--- src/rtl/thread_writeback.sv ---
// thread_writeback: writeback and thread-control stage behind the execute ALU
// of the 4-thread barrel pipeline.
//   - Commits ALU results and queued LSU load results to the register-file
//     write port (rf_*). ALU has fixed priority; LSU results wait in a small FIFO.
//   - Holds one PC per thread, updated from alu_new_pc on every legal commit.
//   - Runs a per-thread FSM (OFF/READY/ISSUED/WAIT_MEM/HALT) and offers the
//     next READY thread's PC to fetch in round-robin order.
// Ports:
//   clk, rst (async, active low)
//   thread_enable           per-thread run request
//   alu_*                   ALU commit (never stalled)
//   lsu_valid/lsu_ready/... load results into the writeback FIFO
//   rf_we/waddr/wdata/wtid  registered register-file write port
//   fetch_valid/ready/pc/tid registered fetch offer
//   halted                  threads stopped on an illegal instruction

// Per-thread state machine and PC register.
module thread_ctl #(
  parameter int          PC_W     = 29,
  parameter logic [PC_W-1:0] RESET_PC = '0
) (
  input  logic            clk,
  input  logic            rst,
  input  logic            enable,
  input  logic            offered,     // this thread is the current fetch offer
  input  logic            grant,       // fetch handshake for this thread
  input  logic            alu_sel,     // alu_valid with alu_tid == this thread
  input  logic            alu_pend,
  input  logic            alu_illegal,
  input  logic [PC_W-1:0] alu_new_pc,
  input  logic            lsu_rel,     // this thread's LSU entry drains this cycle
  output logic            ready,
  output logic            issued,
  output logic            halt,
  output logic [PC_W-1:0] pc
);
  typedef enum logic [2:0] {OFF, READY, ISSUED, WAIT_MEM, HALT} state_t;
  state_t state;

  always_ff @(posedge clk or negedge rst) begin
    if (!rst) begin
      state <= OFF;
      pc    <= RESET_PC;
    end else begin
      case (state)
        OFF:      if (enable) state <= READY;
        // An offered thread must stay READY until taken so the offer stays stable.
        READY:    if (grant) state <= ISSUED;
                  else if (!enable && !offered) state <= OFF;
        ISSUED:   if (alu_sel) begin
                    if (alu_illegal) state <= HALT;
                    else begin
                      pc    <= alu_new_pc;
                      state <= alu_pend ? WAIT_MEM : READY;
                    end
                  end
        WAIT_MEM: if (lsu_rel) state <= READY;
        HALT:     state <= HALT;
        default:  state <= OFF;
      endcase
    end
  end

  assign ready  = (state == READY);
  assign issued = (state == ISSUED);
  assign halt   = (state == HALT);
endmodule

module thread_writeback #(
  parameter int          XLEN      = 32,
  parameter int          THREADS   = 4,
  parameter int          TID_W     = 2,
  parameter int          PC_W      = 29,
  parameter logic [PC_W-1:0] RESET_PC = 29'h0,
  parameter int          LSU_DEPTH = 2
) (
  input  logic                clk,
  input  logic                rst,
  input  logic [THREADS-1:0]  thread_enable,
  input  logic                alu_valid,
  input  logic                alu_rd_en,
  input  logic [4:0]          alu_rd_addr,
  input  logic [XLEN-1:0]     alu_rd_data,
  input  logic [TID_W-1:0]    alu_tid,
  input  logic [PC_W-1:0]     alu_new_pc,
  input  logic                alu_lsu_pend,
  input  logic                alu_illegal,
  input  logic                lsu_valid,
  output logic                lsu_ready,
  input  logic [4:0]          lsu_rd_addr,
  input  logic [XLEN-1:0]     lsu_rd_data,
  input  logic [TID_W-1:0]    lsu_tid,
  output logic                rf_we,
  output logic [4:0]          rf_waddr,
  output logic [XLEN-1:0]     rf_wdata,
  output logic [TID_W-1:0]    rf_wtid,
  output logic                fetch_valid,
  input  logic                fetch_ready,
  output logic [PC_W-1:0]     fetch_pc,
  output logic [TID_W-1:0]    fetch_tid,
  output logic [THREADS-1:0]  halted
);
  localparam int PW = (LSU_DEPTH > 1) ? $clog2(LSU_DEPTH) : 1;
  localparam int CW = $clog2(LSU_DEPTH + 1);

  typedef struct packed {
    logic [4:0]       rd;
    logic [XLEN-1:0]  data;
    logic [TID_W-1:0] tid;
  } lsu_ent_t;

  logic [THREADS-1:0]           t_ready, t_issued, t_halt;
  logic [THREADS-1:0][PC_W-1:0] t_pc;
  logic [THREADS-1:0]           grant_vec, offer_vec, alu_sel_vec, lsu_rel_vec;

  logic grant, alu_accept, alu_claim;
  assign grant      = fetch_valid & fetch_ready;
  // Commits for threads not in ISSUED are protocol errors and are dropped.
  assign alu_accept = alu_valid & t_issued[alu_tid];
  assign alu_claim  = alu_accept & alu_rd_en & ~alu_illegal & (alu_rd_addr != 5'd0);

  // ---------------- LSU writeback FIFO ----------------
  lsu_ent_t          fifo_q [LSU_DEPTH];
  logic [PW-1:0]     rd_ptr, wr_ptr;
  logic [CW-1:0]     count;
  logic              full, empty, enq, drain;
  lsu_ent_t          head;

  assign full      = (count == CW'(LSU_DEPTH));
  assign empty     = (count == '0);
  assign lsu_ready = ~full;
  assign enq       = lsu_valid & ~full;
  assign drain     = ~empty & ~alu_claim;
  assign head      = fifo_q[rd_ptr];

  function automatic logic [PW-1:0] ptr_inc(input logic [PW-1:0] p);
    return (p == PW'(LSU_DEPTH - 1)) ? '0 : p + PW'(1);
  endfunction

  always_ff @(posedge clk or negedge rst) begin
    if (!rst) begin
      for (int i = 0; i < LSU_DEPTH; i++) fifo_q[i] <= '0;
      rd_ptr <= '0;
      wr_ptr <= '0;
      count  <= '0;
    end else begin
      if (enq) begin
        fifo_q[wr_ptr] <= '{rd: lsu_rd_addr, data: lsu_rd_data, tid: lsu_tid};
        wr_ptr         <= ptr_inc(wr_ptr);
      end
      if (drain) rd_ptr <= ptr_inc(rd_ptr);
      case ({enq, drain})
        2'b10:   count <= count + CW'(1);
        2'b01:   count <= count - CW'(1);
        default: count <= count;
      endcase
    end
  end

  // ---------------- register-file write port ----------------
  always_ff @(posedge clk or negedge rst) begin
    if (!rst) begin
      rf_we    <= 1'b0;
      rf_waddr <= '0;
      rf_wdata <= '0;
      rf_wtid  <= '0;
    end else if (alu_claim) begin
      rf_we    <= 1'b1;
      rf_waddr <= alu_rd_addr;
      rf_wdata <= alu_rd_data;
      rf_wtid  <= alu_tid;
    end else if (drain) begin
      // rd=0 loads still drain (and release WAIT_MEM) but write nothing.
      rf_we    <= (head.rd != 5'd0);
      rf_waddr <= head.rd;
      rf_wdata <= head.data;
      rf_wtid  <= head.tid;
    end else begin
      rf_we    <= 1'b0;
    end
  end

  // ---------------- per-thread control ----------------
  for (genvar t = 0; t < THREADS; t++) begin : g_thr
    assign offer_vec[t]   = fetch_valid & (fetch_tid == TID_W'(t));
    assign grant_vec[t]   = grant & (fetch_tid == TID_W'(t));
    assign alu_sel_vec[t] = alu_valid & (alu_tid == TID_W'(t));
    assign lsu_rel_vec[t] = drain & (head.tid == TID_W'(t));

    thread_ctl #(.PC_W(PC_W), .RESET_PC(RESET_PC)) u_thr (
      .clk         (clk),
      .rst         (rst),
      .enable      (thread_enable[t]),
      .offered     (offer_vec[t]),
      .grant       (grant_vec[t]),
      .alu_sel     (alu_sel_vec[t]),
      .alu_pend    (alu_lsu_pend),
      .alu_illegal (alu_illegal),
      .alu_new_pc  (alu_new_pc),
      .lsu_rel     (lsu_rel_vec[t]),
      .ready       (t_ready[t]),
      .issued      (t_issued[t]),
      .halt        (t_halt[t]),
      .pc          (t_pc[t])
    );
  end

  assign halted = t_halt;

  // ---------------- round-robin fetch offer ----------------
  logic [TID_W-1:0]   last_tid, base_tid, nxt_tid;
  logic [THREADS-1:0] cand;
  logic               nxt_found;
  int                 idx;

  // The thread granted this edge is leaving READY, and a disabled READY
  // thread is about to go OFF, so neither may be offered next.
  assign cand     = t_ready & thread_enable & ~grant_vec;
  assign base_tid = grant ? fetch_tid : last_tid;

  always_comb begin
    nxt_found = 1'b0;
    nxt_tid   = '0;
    idx       = 0;
    for (int i = 1; i <= THREADS; i++) begin
      idx = (int'(base_tid) + i) % THREADS;
      if (!nxt_found && cand[TID_W'(idx)]) begin
        nxt_found = 1'b1;
        nxt_tid   = TID_W'(idx);
      end
    end
  end

  always_ff @(posedge clk or negedge rst) begin
    if (!rst) begin
      fetch_valid <= 1'b0;
      fetch_pc    <= '0;
      fetch_tid   <= '0;
      last_tid    <= TID_W'(THREADS - 1);   // first search starts at thread 0
    end else begin
      if (grant) last_tid <= fetch_tid;
      // A pending offer is held untouched until fetch takes it.
      if (!fetch_valid || grant) begin
        fetch_valid <= nxt_found;
        if (nxt_found) begin
          fetch_tid <= nxt_tid;
          fetch_pc  <= t_pc[nxt_tid];
        end
      end
    end
  end
endmodule

--- config.mk ---
export PLATFORM = sky130hd
export DESIGN_NAME = thread_writeback
export DESIGN_NICKNAME = d
export VERILOG_FILES = /design/src/rtl/thread_writeback.sv
export SDC_FILE = /design/constraint.sdc
export NUM_CORES = 1
export LEC_CHECK = 0
export CAP_MARGIN = 0
export CORE_ASPECT_RATIO = 1.2
export CORE_MARGIN = 5
export CORE_UTILIZATION = 49
export DETAILED_ROUTE_END_ITERATION = 6
export GPL_ROUTABILITY_DRIVEN = 0
export GPL_TIMING_DRIVEN = 1
export PLACE_DENSITY_LB_ADDON = 0.25
export RECOVER_POWER = 25
export SYNTH_ARGS = -nofsm -noshare
export SYNTH_HDL_FRONTEND = slang
export SYNTH_HIERARCHICAL = 1
export SYNTH_SLANG_ARGS = --single-unit
--- constraint.sdc ---
create_clock -name clk -period 2.5 [get_ports clk]
set_clock_uncertainty 0.15 [all_clocks]
set_input_delay 0.25 -clock clk [delete_from_list [all_inputs] [get_ports clk]]
set_output_delay 0.25 -clock clk [all_outputs]
set_load 0.1 [all_outputs]
==> results of run 1 <==
[layout by cell type, fill, tap and decap left out, types with 28 or more instances in the layout]
| cell | netlist | final |
|---|---|---|
| mux2_2 | 154 | 154 |
| clkdlybuf4s50_1 | 0 | 116 |
| nor2_1 | 50 | 47 |
| mux2_1 | 40 | 40 |
| nand2_1 | 88 | 88 |
| a21oi_1 | 44 | 44 |
| o221ai_1 | 28 | 28 |
| dfrtp_1 | 282 | 278 |
| o21ai_0 | 38 | 38 |
| mux2i_1 | 98 | 98 |
| clkbuf_16 | 0 | 33 |
| buf_4 | 7 | 109 |
[power by group through the flow]
| stage | registers (mW) | logic (mW) | clock network [mW] |
|---|---|---|---|
| 2_1_floorplan | 8.54 | 2.61 | 0 |
| 3_3_place_gp | 6.33 | 6.45 | 0 |
| 3_5_place_dp | 6.37 | 6.54 | 0 |
| 4_1_cts | 6.31 | 6.57 | 4.49 |
| 5_1_grt | 6.43 | 6.97 | 4.68 |
| 6_report | 6.29 | 6.49 | 4.37 |
[worst register-to-register path: cells and delay by family, from the launching register on]
family | cells | cell delay (ns)
and+or+nand+nor | 4 | 0.95
AOI/OAI and AO/OA | 3 | 0.58
DFF | 1 | 0.42
buffers and inverters | 1 | 0.18
[cell families after synthesis]
group,Yosys count,share of synthesized area
buf+inv,72,0.0347
xor+xnor,5,0.00341
simple gates,215,0.0901
flops,284,0.554
fa+ha+maj,1,0.000975
compound gates,142,0.0685
mux,293,0.248
[Yosys cell counts (all sizes together) (3+ instances only)]
| master | count |
|---|---|
| and2 | 6 |
| clkbuf | 17 |
| nor2b | 8 |
| nand2 | 89 |
| mux2i | 98 |
| and3 | 9 |
| buf | 48 |
| o21ai | 50 |
| dfrtp | 282 |
| a211oi | 3 |
| o211ai | 4 |
| nand2b | 12 |
| nor4 | 5 |
| a31oi | 4 |
| nand3 | 3 |
| xnor2 | 3 |
| o221ai | 29 |
| nand4b | 5 |
| nor3b | 11 |
| mux2 | 194 |
| nor2 | 51 |
| a21oi | 44 |
| inv | 7 |
| nor3 | 3 |
| nor4b | 4 |
[sequential cells by signal (all words and copies together), names as in the netlist]
register	flops
rd_ptr	1
fetch_pc	29
fetch_valid	1
rf_waddr	5
rf_wtid	2
rf_wdata	32
g_thr.u_thr/pc	116
count	2
g_thr.u_thr/state	12
wr_ptr	1
fetch_tid	2
rf_we	1
last_tid	2
fifo_q	78
[final cells by class]
cell class | count | area, µm² | share of cell area
inverters | 7 | 26.3 | 0.00161
well taps | 335 | 419 | 0.0257
repair buffers | 247 | 2360 | 0.145
clock buffers | 44 | 895 | 0.0549
diodes | 2 | 5.00 | 0.000307
flip-flops and latches | 284 | 7120 | 0.437
clock inverters | 12 | 97.6 | 0.00599
multi-input cells | 656 | 5370 | 0.330
[stage by stage]
stage                     cells  cell area [µm²]  setup TNS, ns
final                      1587            16300              0
after global routing       1587            16300        -0.0740
after CTS                  1582            16200              0
after detailed placement   1525            15200         -0.876
after global placement     1525            15200         -0.179
after floorplan            1012            12900        -0.0201
[repair_timing]
action / 4_1_cts / 5_1_grt
resized for setup: 0 / 7
setup buffers: 0 / 1
hold buffers: 1 / 0
endpoints found under the setup margin: 0 / 28
hold endpoints to repair: 255 / 0
[layer usage]
layer	share of wire	up-vias
li1	-	4055
met1	0.41	4435
met2	0.50	202
met3	0.064	46
met4	0.020	0
met5	0	-
[worst paths after layout]
path | cells past startpoint | slack [ns] | to
setup / recovery | 8 | 0.11 | fetch_pc[25]
hold / removal | 3 | 0.09 | rf_wdata[20]
setup reg to reg | 8 | 0.11 | fetch_pc[25]
hold reg to reg | 1 | 0.33 | g_thr[3].u_thr/pc[24]
max in group asynchronous | 3 | 0.40 | rf_wdata[15]
min in group asynchronous | 2 | 0.45 | g_thr[0].u_thr/state[0]
==> reports/results.tsv, run 1 <==
stage	metric	value	unit
run_status	outcome	complete, but fails checks	
run_status	failing checks	capacitance limit, slew limit	
grt	met1 Use GR	0.252	
cts	htree depth	1	
worst_hold_path	Hold WC Path Type	in2reg	
grt	grt peak-use layer	met2	
grt	Global Route Usage Sum	0.199	
worst_setup_path	Crit path buffers/inverters	1	
sta	count of final hold-check violations	0	
worst_setup_path	max incr delay on CP	0.42	ns
flow_run	max-cap violation count	1	
worst_setup_path	critical path class	reg2reg	
grt	first-pass GRT wire length	48400	µm
power	Peak supply drop	0.00129	V
sta	Final Max Tran Viols	57	
worst_setup_path	Worst Path Arrival	2.68	ns
power	Sw Pwr	6.69	mW
grt	GR Layer Usage met3	0.0493	
cts	Worst-path clk slew	0.06	ns
worst_setup_path	Worst setup EP type	register	
power	clock power share	0.255	
grt	grt ovf	0	
floorplan	row count	65	
worst_setup_path	Slowest cell on crit path	dfrtp_1	
synth	Mapped Cells	1012	
cts	CTS root buffer	clkbuf_16	
route	Starting DRT DRC Count	374	
floorplan	chip height	187	µm
worst_setup_path	CP Cell Sequence	nor3b_1 -> and2_0 -> and2_1 -> o21bai_1 -> o221a_2 -> or2_1 -> buf_12 -> o221ai_1	
floorplan	Initial Utilization	0.492	
worst_setup_path	Critical Path Fanout Max	29	
synth	top-area cell type share of the netlist area	0.550	
synth	Seq/Total Area, Yosys	0.554	
cells_and_area	area delta synth->final	26.9	%
worst_setup_path	CP delay by family, top	simple AND/OR/NAND/NOR gates	
route	drt wl/cell	18.6	µm
sta	final worst setup slack	0.113	ns
cts	Clock Path Buffers	3	
route	DR DRC count	0	
synth	Post-Syn Nets	1132	
power	P per Cell Area	1050	nW/µm²
sta	count of final setup violators	0	
route	Vias/cell	5.51	
power	Sw Share	0.390	
floorplan	Ports	196	
synth	dominant cell type by area after synthesis	dfrtp_1	
power	total power	17.2	mW
cells_and_area	final core utilization	0.624	
synth	number of synthesized register bits	284	
route	drt pass-1 iters	5	
synth	Top FF cell, synth	dfrtp_1	
grt	largest net degree at the start of global routing	75	
synth	Synth cell types	56	
worst_setup_path	worst flop-to-flop path startpoint	g_thr[0].u_thr/state[1]	
sta	period utilization	0.955	
synth	Cell Area, Synth	12800	µm²
synth	Synth Warn #	6	
cells_and_area	share of layout cells above drive strength 1	0.297	
worst_setup_path	CP Data Required Time	2.80	ns
power	sequential fraction of design power	0.367	
floorplan	Die X	158	µm
route	via count	8738	
route	Routed WL	29600	µm
sta	Worst Hold Slack	0.0897	ns
sta	FMAX	419	MHz
cells_and_area	Total Nets Final	1346	
cts	CTS Sinks	284	
cells_and_area	FILL cells	2064	
route	post-route ant nets	0	
floorplan	die area	29500	µm²
sta	Worst Tran Pin Value	1.53	ns
cts	CTS tree	yes	
power	leak pwr	7.31	nW
synth	EDFF count, synth	0	
grt	GRT met2 Usage	0.340	
placed_design	DP Wirelength	19700	µm
sta	clock period minus worst slack	2.39	ns
cts	insertion delay of the later-clocked pin in the worst-skew pair	0.55	ns
power	Logic pwr share	0.378	
placed_design	pre-CTS setup slack	-0.0831	ns
cts	CTS Buf Count	30	
worst_setup_path	CP Launch Point	g_thr[0].u_thr/state[1]	
synth	syn avg cell area	12.7	µm²
synth	Async SR Flop Fraction	1.00	
grt	vias in the first global route	9297	
worst_setup_path	CP Launch Type	register	
power	Power Internal	10.5	mW
synth	Synth area leaders	dfrtp_1 55%, mux2_2 14%, mux2i_1 7.6%, mux2_1 3.5%, nand2_1 2.6%	
sta	Slew Limit Headroom	-0.0191	
grt	initial antenna violation count	2	
floorplan	core area	26100	µm²
placed_design	PortBufs	195	
worst_hold_path	worst hold start	alu_rd_data[20]	
No activity file was read; power rests on OpenSTA's default activity.
==> run 2: changes to the inputs <==
- SLEW_MARGIN: unset -> 20
==> results of run 2 <==
Final layout, timing and power as in run 1 (identical DEF).
